`config.mk`:
```
export PLATFORM = sky130hd
export DESIGN_NAME = one_two_demux32
export DESIGN_NICKNAME = d
export VERILOG_FILES = /design/src/rtl/one_two_demux32.sv
export SDC_FILE = /design/constraint.sdc
export NUM_CORES = 1
export LEC_CHECK = 0
export ABC_AREA = 0
export CORE_MARGIN = 4
export CORE_UTILIZATION = 40
export CTS_CLUSTER_SIZE = 16
export DETAILED_ROUTE_END_ITERATION = 8
export GPL_TIMING_DRIVEN = 1
export PLACE_DENSITY = 0.67
export SLEW_MARGIN = 30
export SYNTH_ARGS = -nofsm -noshare
export SYNTH_HDL_FRONTEND = slang
export SYNTH_SLANG_ARGS = --single-unit
```
`constraint.sdc`:
```
create_clock -name clk -period 2.3 [get_ports clk]
set_clock_uncertainty 0.15 [all_clocks]
set_input_delay 0.46 -clock clk [delete_from_list [all_inputs] [get_ports clk]]
set_output_delay 0.46 -clock clk [all_outputs]
set_load 0.03 [all_outputs]
```
`src/rtl/one_two_demux32.sv`:
```
`default_nettype none
// +--------------------------------------------------------------------+
// | one_two_demux32 : 1-to-2 word demux with a 2-entry FIFO per port    |
// | Rev 1.0                                                             |
// +--------------------------------------------------------------------+

module one_two_demux32_fifo2 #(
    parameter int WIDTH = 32
) (
    input  logic             clk,
    input  logic             rst_n,
    input  logic             push,
    input  logic             pop,
    input  logic [WIDTH-1:0] din,
    output logic [WIDTH-1:0] head,
    output logic [1:0]       level
);
    logic [WIDTH-1:0] r_head;
    logic [WIDTH-1:0] r_tail;
    logic [1:0]       r_level;

    // Shift-style FIFO: the oldest word always sits in r_head, so the port
    // data output is a plain register with no read mux.
    always_ff @(posedge clk or negedge rst_n) begin
        if (!rst_n) begin
            r_head  <= '0;
            r_tail  <= '0;
            r_level <= 2'd0;
        end else if (pop && push) begin
            if (r_level == 2'd2) begin
                r_head <= r_tail;
                r_tail <= din;
            end else begin
                r_head <= din;
            end
        end else if (pop) begin
            r_head  <= r_tail;
            r_tail  <= '0;
            r_level <= r_level - 2'd1;
        end else if (push) begin
            if (r_level == 2'd0) begin
                r_head <= din;
            end else begin
                r_tail <= din;
            end
            r_level <= r_level + 2'd1;
        end
    end

    assign head  = r_head;
    assign level = r_level;
endmodule

module one_two_demux32 #(
    parameter int WIDTH = 32,
    parameter int CNT_W = 16
) (
    input  logic             clk,
    input  logic             rst_n,
    input  logic [WIDTH-1:0] in_data,
    input  logic             in_sel,
    input  logic             in_valid,
    output logic             in_ready,
    output logic [WIDTH-1:0] a_data,
    output logic             a_valid,
    input  logic             a_ready,
    output logic [WIDTH-1:0] b_data,
    output logic             b_valid,
    input  logic             b_ready,
    output logic [1:0]       a_level,
    output logic [1:0]       b_level,
    output logic [CNT_W-1:0] a_count,
    output logic [CNT_W-1:0] b_count,
    input  logic             cnt_clr
);
    localparam logic [1:0] C_FULL = 2'd2;

    logic             w_push_a;
    logic             w_push_b;
    logic             w_pop_a;
    logic             w_pop_b;
    logic [CNT_W-1:0] r_a_count;
    logic [CNT_W-1:0] r_b_count;

    // Readiness looks only at current occupancy, never at a same-cycle pop.
    assign in_ready = rst_n & (in_sel ? (b_level != C_FULL) : (a_level != C_FULL));

    assign w_push_a = in_valid & in_ready & ~in_sel;
    assign w_push_b = in_valid & in_ready & in_sel;
    assign a_valid  = (a_level != 2'd0);
    assign b_valid  = (b_level != 2'd0);
    assign w_pop_a  = a_valid & a_ready;
    assign w_pop_b  = b_valid & b_ready;

    one_two_demux32_fifo2 #(.WIDTH(WIDTH)) u_fifo_a (
        .clk   (clk),
        .rst_n (rst_n),
        .push  (w_push_a),
        .pop   (w_pop_a),
        .din   (in_data),
        .head  (a_data),
        .level (a_level)
    );

    one_two_demux32_fifo2 #(.WIDTH(WIDTH)) u_fifo_b (
        .clk   (clk),
        .rst_n (rst_n),
        .push  (w_push_b),
        .pop   (w_pop_b),
        .din   (in_data),
        .head  (b_data),
        .level (b_level)
    );

    // Clear wins over a coincident delivery.
    always_ff @(posedge clk or negedge rst_n) begin
        if (!rst_n) begin
            r_a_count <= '0;
            r_b_count <= '0;
        end else if (cnt_clr) begin
            r_a_count <= '0;
            r_b_count <= '0;
        end else begin
            if (w_pop_a) begin
                r_a_count <= r_a_count + CNT_W'(1);
            end
            if (w_pop_b) begin
                r_b_count <= r_b_count + CNT_W'(1);
            end
        end
    end

    assign a_count = r_a_count;
    assign b_count = r_b_count;
endmodule
`default_nettype wire
```
# [Yosys cells after proc, flatten, opt, wreduce, memory -nomap -nowiden]
# Index checks and enable logic that the tools add are counted.
[word_totals] regBits=164 latchBits=0 mem_bits_rw=0 mem_bits_ro=0 input_bits=39 elab_cells=80 memories=0
[classes] addsub=6 multipliers=0 div=0 magnitude_cmp=0 n_eq_ne=8 shifts=0 mux=29 n_bitwise=9 n_reduce_logical=20
[ops] op="$mux W32" count=20
[ops] op="$mux W16" count=4
[ops] op="$add A16 B1 Y16 const B" count=2
[ops] op="$reduce_bool A2 Y1" count=6
[ops] op="$reduce_bool A3 Y1" count=4
[ops] op="$mux W2" count=4
[ops] op="$ne A2 B2 Y1 const B" count=4
[ops] op="$reduce_and A2 Y1" count=4
[ops] op="$and A1 B1 Y1" count=6
[ops] op="$ne A3 B1 Y1 const B" count=2
[ops] op="$reduce_and A3 Y1" count=2
[ops] op="$add A2 B1 Y2 const B" count=2
[ops] op="$eq A2 B2 Y1 const B" count=2
[ops] op="$logic_not A2 Y1" count=2
[ops] op="$sub A2 B1 Y2 const B" count=2
[ops] op="$not A1 Y1" count=3
[ops] op="$logic_and A1 B1 Y1" count=2
[ops] op="$mux W1" count=1

# [Logic depth before layout (Yosys ltp)]
# Gate-level depths: netlist of run 1.
[depth] word_depth=8 ltp_mapped=11 mapped_depth_nobuf=9

# [Modules after synthesis]
# A second synthesis of run 1 with hierarchy kept.
[unflattened] cells_unflattened=871 hier_area_um2=9318.9
[by_module_without_submodules] module="one_two_demux32_fifo2" instances=2 cells_per_inst=352 area_per_inst_um2=3833.7 seq_area_each_um2=1651.6
[by_module_without_submodules] module="one_two_demux32" instances=1 cells_per_inst=167 area_per_inst_um2=1651.6 seq_area_each_um2=800.8

# [Least setup slack after synthesis of run 1]
# OpenSTA, ideal clock, no wires.
[synth_path] path_type="register -> register" start="reg u_fifo_a.r_level[1] (netlist: u_fifo_a.level[1])" end="reg u_fifo_a.r_head[1] (netlist: u_fifo_a.head[1])" setup_ns=0.134 t_arrival_ns=2.582 required_ns=2.016 path_slack_ns=-0.566 stages_incl_launch_ff=11 n_path_buf=2 synth_period_minus_slack_ns=2.866 path_cell_list="dfrtp_1 > buf_2 > inv_1 > o311a_1 > nand3_1 > inv_1 > ha_1 > a211oi_2 > buf_2 > mux2i_1 > o21ai_1"
[synth_via] elab_chain_cells=8 word_cells_on_any_way=16 classes_between="2 x eq/ne; 4 x mux; 4 x bitwise; 6 x reduce/logical"
[synth_rtl] element="from (decl)" line="20" text="logic [1:0] r_level;"
[synth_rtl] element="from (signal assigned)" line="39" text="r_level <= r_level - 2'd1;"
[synth_rtl] element="from (signal assigned)" line="46" text="r_level <= r_level + 2'd1;"
[synth_rtl] element="$ne A2 B2 Y1 *" line="86" text="assign in_ready = rst_n & (in_sel ? (b_level != C_FULL) : (a_level != C_FULL));"
[synth_rtl] element="$mux W1 *" line="86"
[synth_rtl] element="$and A1 B1 Y1 *" line="86"
[synth_rtl] element="named net in_ready" line="63" text="output logic in_ready,"
[synth_rtl] element="$and A1 B1 Y1 * (2 in series)" line="88" text="assign w_push_a = in_valid & in_ready & ~in_sel;"
[synth_rtl] element="$logic_and A1 B1 Y1" line="29" text="end else if (pop && push) begin"
[synth_rtl] element="$reduce_bool A3 Y1 (no line)"
[synth_rtl] element="$reduce_and A2 Y1 (no line)"
[synth_rtl] element="to (signal assigned)" line="31" text="r_head <= r_tail;"
[synth_rtl] element="to (signal assigned)" line="34" text="r_head <= din;"
[synth_rtl] element="to (signal assigned)" line="37" text="r_head <= r_tail;"
[synth_rtl] element="to (decl)" line="18" text="logic [WIDTH-1:0] r_head;"
# Mark *: on every way through the listed nets, which the timed path passes. The rest lies on a longest branch.
# A chain may end at the register's enable or synchronous reset.

# [Worst setup path in the final report of run 1]
[layout_path] start="reg u_fifo_a.r_level[1] (netlist: u_fifo_a.level[1])" end="reg u_fifo_a.r_head[17] (netlist: u_fifo_a.head[17])"
[layout_via] elab_chain_cells=8 word_cells_on_any_way=16 classes_between="2 x eq/ne; 4 x mux; 4 x bitwise; 6 x reduce/logical"
[layout_rtl] element="$ne A2 B2 Y1" line="86"
[layout_rtl] element="$mux W1" line="86"
[layout_rtl] element="$and A1 B1 Y1" line="86"
[layout_rtl] element="$and A1 B1 Y1 (2 in series)" line="88"
[layout_rtl] element="$logic_and A1 B1 Y1" line="29"
[layout_rtl] element="$reduce_bool A3 Y1 (no line)"
[layout_rtl] element="$reduce_and A2 Y1 (no line)"
# Several ways; a longest one is shown, not always the timed one.

==> metrics, run 1 <==
outcome=complete, no violations; CP required=2450 ps; Setup violations, final=0; Avg Cell Area, Syn=11.2 sq um; WL/cell=18.8 um; first-pass detailed-route iteration total=5; DR vias=5,737; TritonCTS Buffers=17; Max Cap Violations=0; worst hold slack=335 ps; Post-layout nets=856; Leakage=4.41 nW; Seq/Total Area, Yosys=0.577; Finished Layout Cells=1,050; clock tree buffer depth=2; CP Data Arrival Time=2410 ps; crit path max fanout=6; Comb pwr share=0.448; Vias/cell=5.46; Final Hold Viols=0; vias in the first global route=5,898; Synth-to-Final Area Change=41.9%; Sw Share=0.382; cell area after synthesis=0.00711 sq mm; Initial Util=0.410; DIE AREA=0.0200 sq mm; max-slew violations=0; Worst-Margin Slew=618 ps; CTS tree=built; RSZ-0062 raised after global routing=true; largest net degree at the start of global routing=157; Worst slew margin=0.588; leading area contributor after synthesis=dfrtp_1; I/O Pins=142; CTS Sinks=164; Flop pwr share=0.333; Top FF cell, synth=dfrtp_1; DR iter-0 viols=361; hold crit path type=flip-flop to flip-flop; worst vdd ir=0.000748 V; Synth top area share=0.577; Mapped Nets=678; CP Class=flip-flop to flip-flop; Root Buffer=clkbuf_16; Critical Path Sink Type=flip-flop; gr ovfl total=0; NetSw=0.00522 W; clock period minus worst slack=2260 ps; core area=0.0174 sq mm; achievable frequency=443 MHz; clock slew at reported path FFs=70 ps; Post-Route WL=19,800 um; synth warn=0; met1 WL=8530 um; Die Wd=141 um; Final Util=0.581; part of the power in the clock network=0.219; EDFF count, synth=0; number of distinct library cells after synthesis=41; Final GP Congestion=0.858; ranking of synthesized cells by area=dfrtp_1 58%, mux2i_1 9.2%, a22o_1 8.1%, a21oi_1 3.2%, nor2_1 3.1%; routed length on met2=9480 um; Placed Instances=1,004; first-pass GRT wire length=31,200 um; Final ANT Viol Nets=0; Total GRT Usage=0.197; DP Wirelength=12,900 um; Mapped Cells=633; fin crit share=0.982; top routing layer used=met5; Async S/R FF share, synth=1.00; pwr dens=1350 mW/mm^2; synthesized flop and latch total=164; H-tree Lvls=4; met3 wire length=1450 um; share of layout cells above drive strength 1=0.152; Die Ht=141 um; Port-buffer cells=141; FP Rows=48; Post-route DRC=0; antenna violations before repair=2; clock latency at the later pin of the worst-skew pair=420 ps; worst setup margin=41.4 ps; Setup WS pre-CTS=-512 ps; Worst setup SP type=flip-flop; P_int=0.00845 W
synthesized netlist by cell type, drive strengths merged (2+ instances only):
master	count
dfrtp	164
a22o	66
mux2i	65
nor2	58
nand2	53
a21oi	46
o21ai	40
buf	24
clkbuf	17
inv	15
xor2	13
nand4	8
nand3	7
xnor2	7
ha	6
o31ai	5
or4	5
or3	4
and4	3
nor3	3
a211o	2
a211oi	2
a31o	2
and3	2
nor4	2
o2111a	2
or2	2
metrics by stage:
stage	total power, W	TNS [ps]	cell area [sq um]
after floorplan	0.00806	-12780	7310
after global placement	0.0102	-49560	9170
after detailed placement	0.0104	-55590	9170
after CTS	0.0135	0	9910
after global routing	0.0144	-168	10100
final	0.0137	0	10100
registers in the layout, indices dropped and copies added (netlist names):
| signal | flops |
|---|---|
| a_count | 16 |
| b_count | 16 |
| u_fifo_a.head | 32 |
| u_fifo_a.level | 2 |
| u_fifo_a.r_tail | 32 |
| u_fifo_b.head | 32 |
| u_fifo_b.level | 2 |
| u_fifo_b.r_tail | 32 |
worst paths after layout:
| path | depth (start not counted) | start | endpoint | slack [ps] |
|---|---|---|---|---|
| max | 10 | u_fifo_a.level[1] | u_fifo_a.head[17] | 40 |
| min | 2 | u_fifo_a.head[14] | u_fifo_a.head[14] | 340 |
| max reg2reg | 10 | u_fifo_a.level[1] | u_fifo_a.head[17] | 40 |
| min reg2reg | 2 | u_fifo_a.head[14] | u_fifo_a.head[14] | 340 |
| max in group asynchronous | 5 | rst_n | u_fifo_b.head[30] | 420 |
| min in group asynchronous | 3 | rst_n | u_fifo_b.level[0] | 450 |
cells in the final DEF, fill, tap and decap left out, types with 4 or more instances in the layout:
| master | synthesis | layout |
|---|---|---|
| a21oi_1 | 46 | 42 |
| a22o_1 | 66 | 66 |
| buf_12 | 0 | 9 |
| buf_4 | 0 | 41 |
| buf_6 | 0 | 4 |
| clkbuf_16 | 0 | 20 |
| clkdlybuf4s50_1 | 0 | 132 |
| dfrtp_1 | 164 | 160 |
| dfrtp_2 | 0 | 4 |
| dlygate4sd2_1 | 0 | 4 |
| ha_1 | 6 | 4 |
| inv_1 | 15 | 11 |
| inv_2 | 0 | 4 |
| mux2i_1 | 65 | 60 |
| mux2i_2 | 0 | 4 |
| nand2_1 | 53 | 53 |
| nand3_1 | 7 | 5 |
| nand4_1 | 8 | 8 |
| nor2_1 | 58 | 57 |
| o21ai_0 | 29 | 12 |
| o21ai_1 | 11 | 27 |
| o31ai_1 | 5 | 5 |
| or3_1 | 4 | 4 |
| or4_1 | 5 | 5 |
| xnor2_1 | 7 | 7 |
| xor2_1 | 13 | 13 |
critical path, cell delays in order, from the launching register on:
cell and delay, ps:
dfrtp_2 380, inv_2 40, o311a_4 380, nand3_2 80
inv_2 50, ha_4 170, a211oi_4 220, buf_6 200
buf_12 160, mux2i_4 240, o21ai_1 80
repair_timing:
action / 4_1_cts / 5_1_grt
endpoints found under the setup margin: 73 / 44
pin swaps: 1 / 3
hold buffers: 1 / 0
gates cloned: 2 / 4
resized for setup: 12 / 16
buffers inserted: 3 / 2
hold endpoints to repair: 8 / 0
power groups by stage:
stage	combinational, W	sequential [W]	clock, W
2_1_floorplan	0.00247	0.00559	0
3_3_place_gp	0.00567	0.00454	0
3_5_place_dp	0.00577	0.00459	0
4_1_cts	0.00596	0.00453	0.00303
5_1_grt	0.00654	0.00466	0.00317
6_report	0.00613	0.00454	0.00299
metal layers:
metal | up-vias | global-route usage
met4 | 2 | 0.0597
met3 | 21 | 0.0624
met5 | - | 0
li1 | 2623 | -
met2 | 218 | 0.312
met1 | 2873 | 0.260
final cells by class:
type	instances	area [sq um]
repair buffers	200	2090
well taps	225	282
clock buffers	19	453
inverters	15	56.3
clock inverters	13	173
diodes	1	2.50
multi-input cells	413	2920
flip-flops and latches	164	4110
fillers	1382	7270
logic make-up after synthesis:
family                   after synthesis  synth area share
AND/OR/NAND/NOR                      151            0.0944
flip-flops                           164             0.577
multiplexers                          66            0.0931
buffers and inverters                 56            0.0338
adder cells (fa/ha/maj)                6            0.0106
XOR/XNOR                              20            0.0246
AO/OA/AOI/OAI                        170             0.166
No activity file was read; power rests on OpenSTA's default activity.
==> run 2, diff against run 1 <==
--- a/config.mk
+++ b/config.mk
@@ -11,6 +11,7 @@
 export CTS_CLUSTER_SIZE = 16
 export DETAILED_ROUTE_END_ITERATION = 8
 export GPL_TIMING_DRIVEN = 1
+export MAX_ROUTING_LAYER = met4
 export PLACE_DENSITY = 0.67
 export SLEW_MARGIN = 30
 export SYNTH_ARGS = -nofsm -noshare
==> run 2 against run 1 <==
Against the previous run: sequential cell count unchanged; sequential power about the same; final area shrank 0.24%; wire length fell by 0.42%; maximum frequency fell by 1.3%; cell count did not move; highest routed layer is now met4; die area did not move; first-iteration DRC count is 1.7% lower.
==> metrics, run 2 (same netlist as run 1, synthesis figures left out) <==
max-slew violations=0; Flop pwr share=0.334; first-pass GRT wire length=31,100 um; clock latency at the later pin of the worst-skew pair=420 ps; Final GP Congestion=0.871; clock period minus worst slack=2290 ps; Leakage=4.40 nW; CP Class=flip-flop to flip-flop; CTS Sinks=164; largest net degree at the start of global routing=157; Synth-to-Final Area Change=41.6%; Die Wd=141 um; most frequent cells in the layout=160 x dfrtp_1, 132 x clkdlybuf4s50_1, 66 x a22o_1, 61 x mux2i_1, 57 x nor2_1; DR vias=5,665; Initial Util=0.410; clock slew at reported path FFs=70 ps; first-pass detailed-route iteration total=5; FP Rows=48; total power=0.0136 W; gr ovfl total=0; Vias/cell=5.40; most used cell along the critical path=inv_2; Die Ht=141 um; CP Data Arrival Time=2430 ps; CP required=2450 ps; hold path depth=2; worst path bufs/invs=4; reg2reg end=u_fifo_b.head[15]; design area=0.0101 sq mm; sequence of cells on the critical path=inv_2 -> o311a_4 -> nand3_2 -> inv_2 -> ha_4 -> a211oi_4 -> buf_4 -> clkbuf_16 -> mux2i_1 -> a21oi_1; DP Wirelength=12,900 um; WL/cell=18.7 um; multi-input logic area=0.00291 sq mm; family with the most delay on the worst path=compound AO/OA/AOI/OAI gates; Final ANT Viol Nets=0; TritonCTS Buffers=17; CTS tree=built; share of layout cells above drive strength 1=0.147; antenna violations before repair=2; Critical path origin=u_fifo_a.level[1]; Worst slew margin=0.588; hold crit path type=flip-flop to flip-flop; worst vdd ir=0.000748 V; DR iter-0 viols=355; Max Cap Violations=0; worst setup margin=12.5 ps; P_int=0.00842 W; Worst setup SP type=flip-flop; Post-layout nets=855; worst hold slack=335 ps; RSZ-0062 raised after global routing=true; clock tree buffer depth=2; vias in the first global route=5,925; I/O Pins=142; Post-route DRC=0; hold path endpoint=u_fifo_a.head[14]; commonest non-fill, non-tap cell in the layout=dfrtp_1; part of the power in the clock network=0.219; worst r2r path cells=10; Worst-Margin Slew=618 ps; Seq. cell area=0.00411 sq mm; Comb pwr share=0.447; fin crit share=0.995; reg2reg setup slack=10 ps; achievable frequency=437 MHz; DIE AREA=0.0200 sq mm; H-tree Lvls=4; Root Buffer=clkbuf_16; Critical Path Sink Type=flip-flop; core area=0.0174 sq mm; pwr dens=1350 mW/mm^2; Post-Route WL=19,700 um; Final Hold Viols=0; DP Area=0.00917 sq mm; Sw Share=0.381; CP peak stage delay=380 ps; Placed Instances=1,004; crit path max fanout=13; Hold Crit Start=u_fifo_a.head[14]; RR Startpoint=u_fifo_a.level[1]; outcome=complete, no violations; cell at the slowest stage of the critical path=dfrtp_2; number of fill cells=1,386; Finished Layout Cells=1,050; NetSw=0.00519 W; Total GRT Usage=0.202; Setup violations, final=0; Port-buffer cells=141; Setup WS pre-CTS=-512 ps
[run 2: changes by cell type in the layout (fill, tap and decap cells not counted), sizes merged]
cell   delta
buf       -1
diode     +1
[run 2: how the worst max path moves through the flow]
stage                             end  slack [ps]  cells after the start
global placement    u_fifo_a.head[17]        -480                      9
global route        u_fifo_b.head[15]         -60                     10
CTS                  u_fifo_a.head[7]           8                     10
finish              u_fifo_b.head[15]          10                     10
floorplan            u_fifo_a.head[1]        -130                     10
detailed placement  u_fifo_a.head[17]        -510                      9
[run 2: per-layer routing]
metal / vias up / part of all wire / GRT usage
li1: 2616 / - / -
met2: 183 / 0.48 / 0.311
met5: - / 0 / -
met4: 0 / 0.014 / 0.0597
met3: 21 / 0.066 / 0.0597
met1: 2845 / 0.44 / 0.262
[run 2: layout make-up]
| class | instances | share of cell area |
|---|---|---|
| clock buffer | 19 | 0.0450 |
| timing repair buffer | 199 | 0.207 |
| multi-input combinational | 413 | 0.289 |
| sequential | 164 | 0.408 |
| clock inverter | 13 | 0.0172 |
| antenna | 2 | 0.000497 |
| inverter | 15 | 0.00559 |
| tap | 225 | 0.0280 |
[run 2: what timing repair did]
action,in CTS,in global routing
setup buffers,3,2
gates cloned,2,3
resized for setup,12,12
hold endpoints to repair,8,0
hold buffers,1,0
pin swaps,1,3
endpoints found under the setup margin,73,44
[run 2: power groups by stage]
| stage | combinational, W | sequential, W | clock, W |
|---|---|---|---|
| after global placement | 0.00567 | 0.00454 | 0 |
| final | 0.00609 | 0.00455 | 0.00298 |
| after CTS | 0.00596 | 0.00453 | 0.00303 |
| after detailed placement | 0.00577 | 0.00459 | 0 |
| after floorplan | 0.00247 | 0.00559 | 0 |
| after global routing | 0.00650 | 0.00466 | 0.00317 |
[run 2: worst register-to-register path, stage by stage, from the launching register on]
cell and delay [ps]:
dfrtp_2 380, inv_2 40, o311a_4 380, nand3_2 90, inv_2 50, ha_4 170, a211oi_4 230, buf_4 170
clkbuf_16 190, mux2i_1 230, a21oi_1 80
[run 2: per-stage QoR]
| step | setup TNS, ps | util |
|---|---|---|
| floorplan | -12780 | - |
| global placement | -49560 | 0.529 |
| detailed placement | -55590 | 0.529 |
| CTS | 0 | 0.571 |
| global route | -822 | 0.580 |
| finish | 0 | 0.580 |
==> run 3, diff against run 2 <==
--- a/config.mk
+++ b/config.mk
@@ -6,6 +6,7 @@
 export NUM_CORES = 1
 export LEC_CHECK = 0
 export ABC_AREA = 0
+export CAP_MARGIN = 20
 export CORE_MARGIN = 4
 export CORE_UTILIZATION = 40
 export CTS_CLUSTER_SIZE = 16
==> results of run 3 <==
Same layout as run 2: the final DEF is identical, and so are final timing and power.
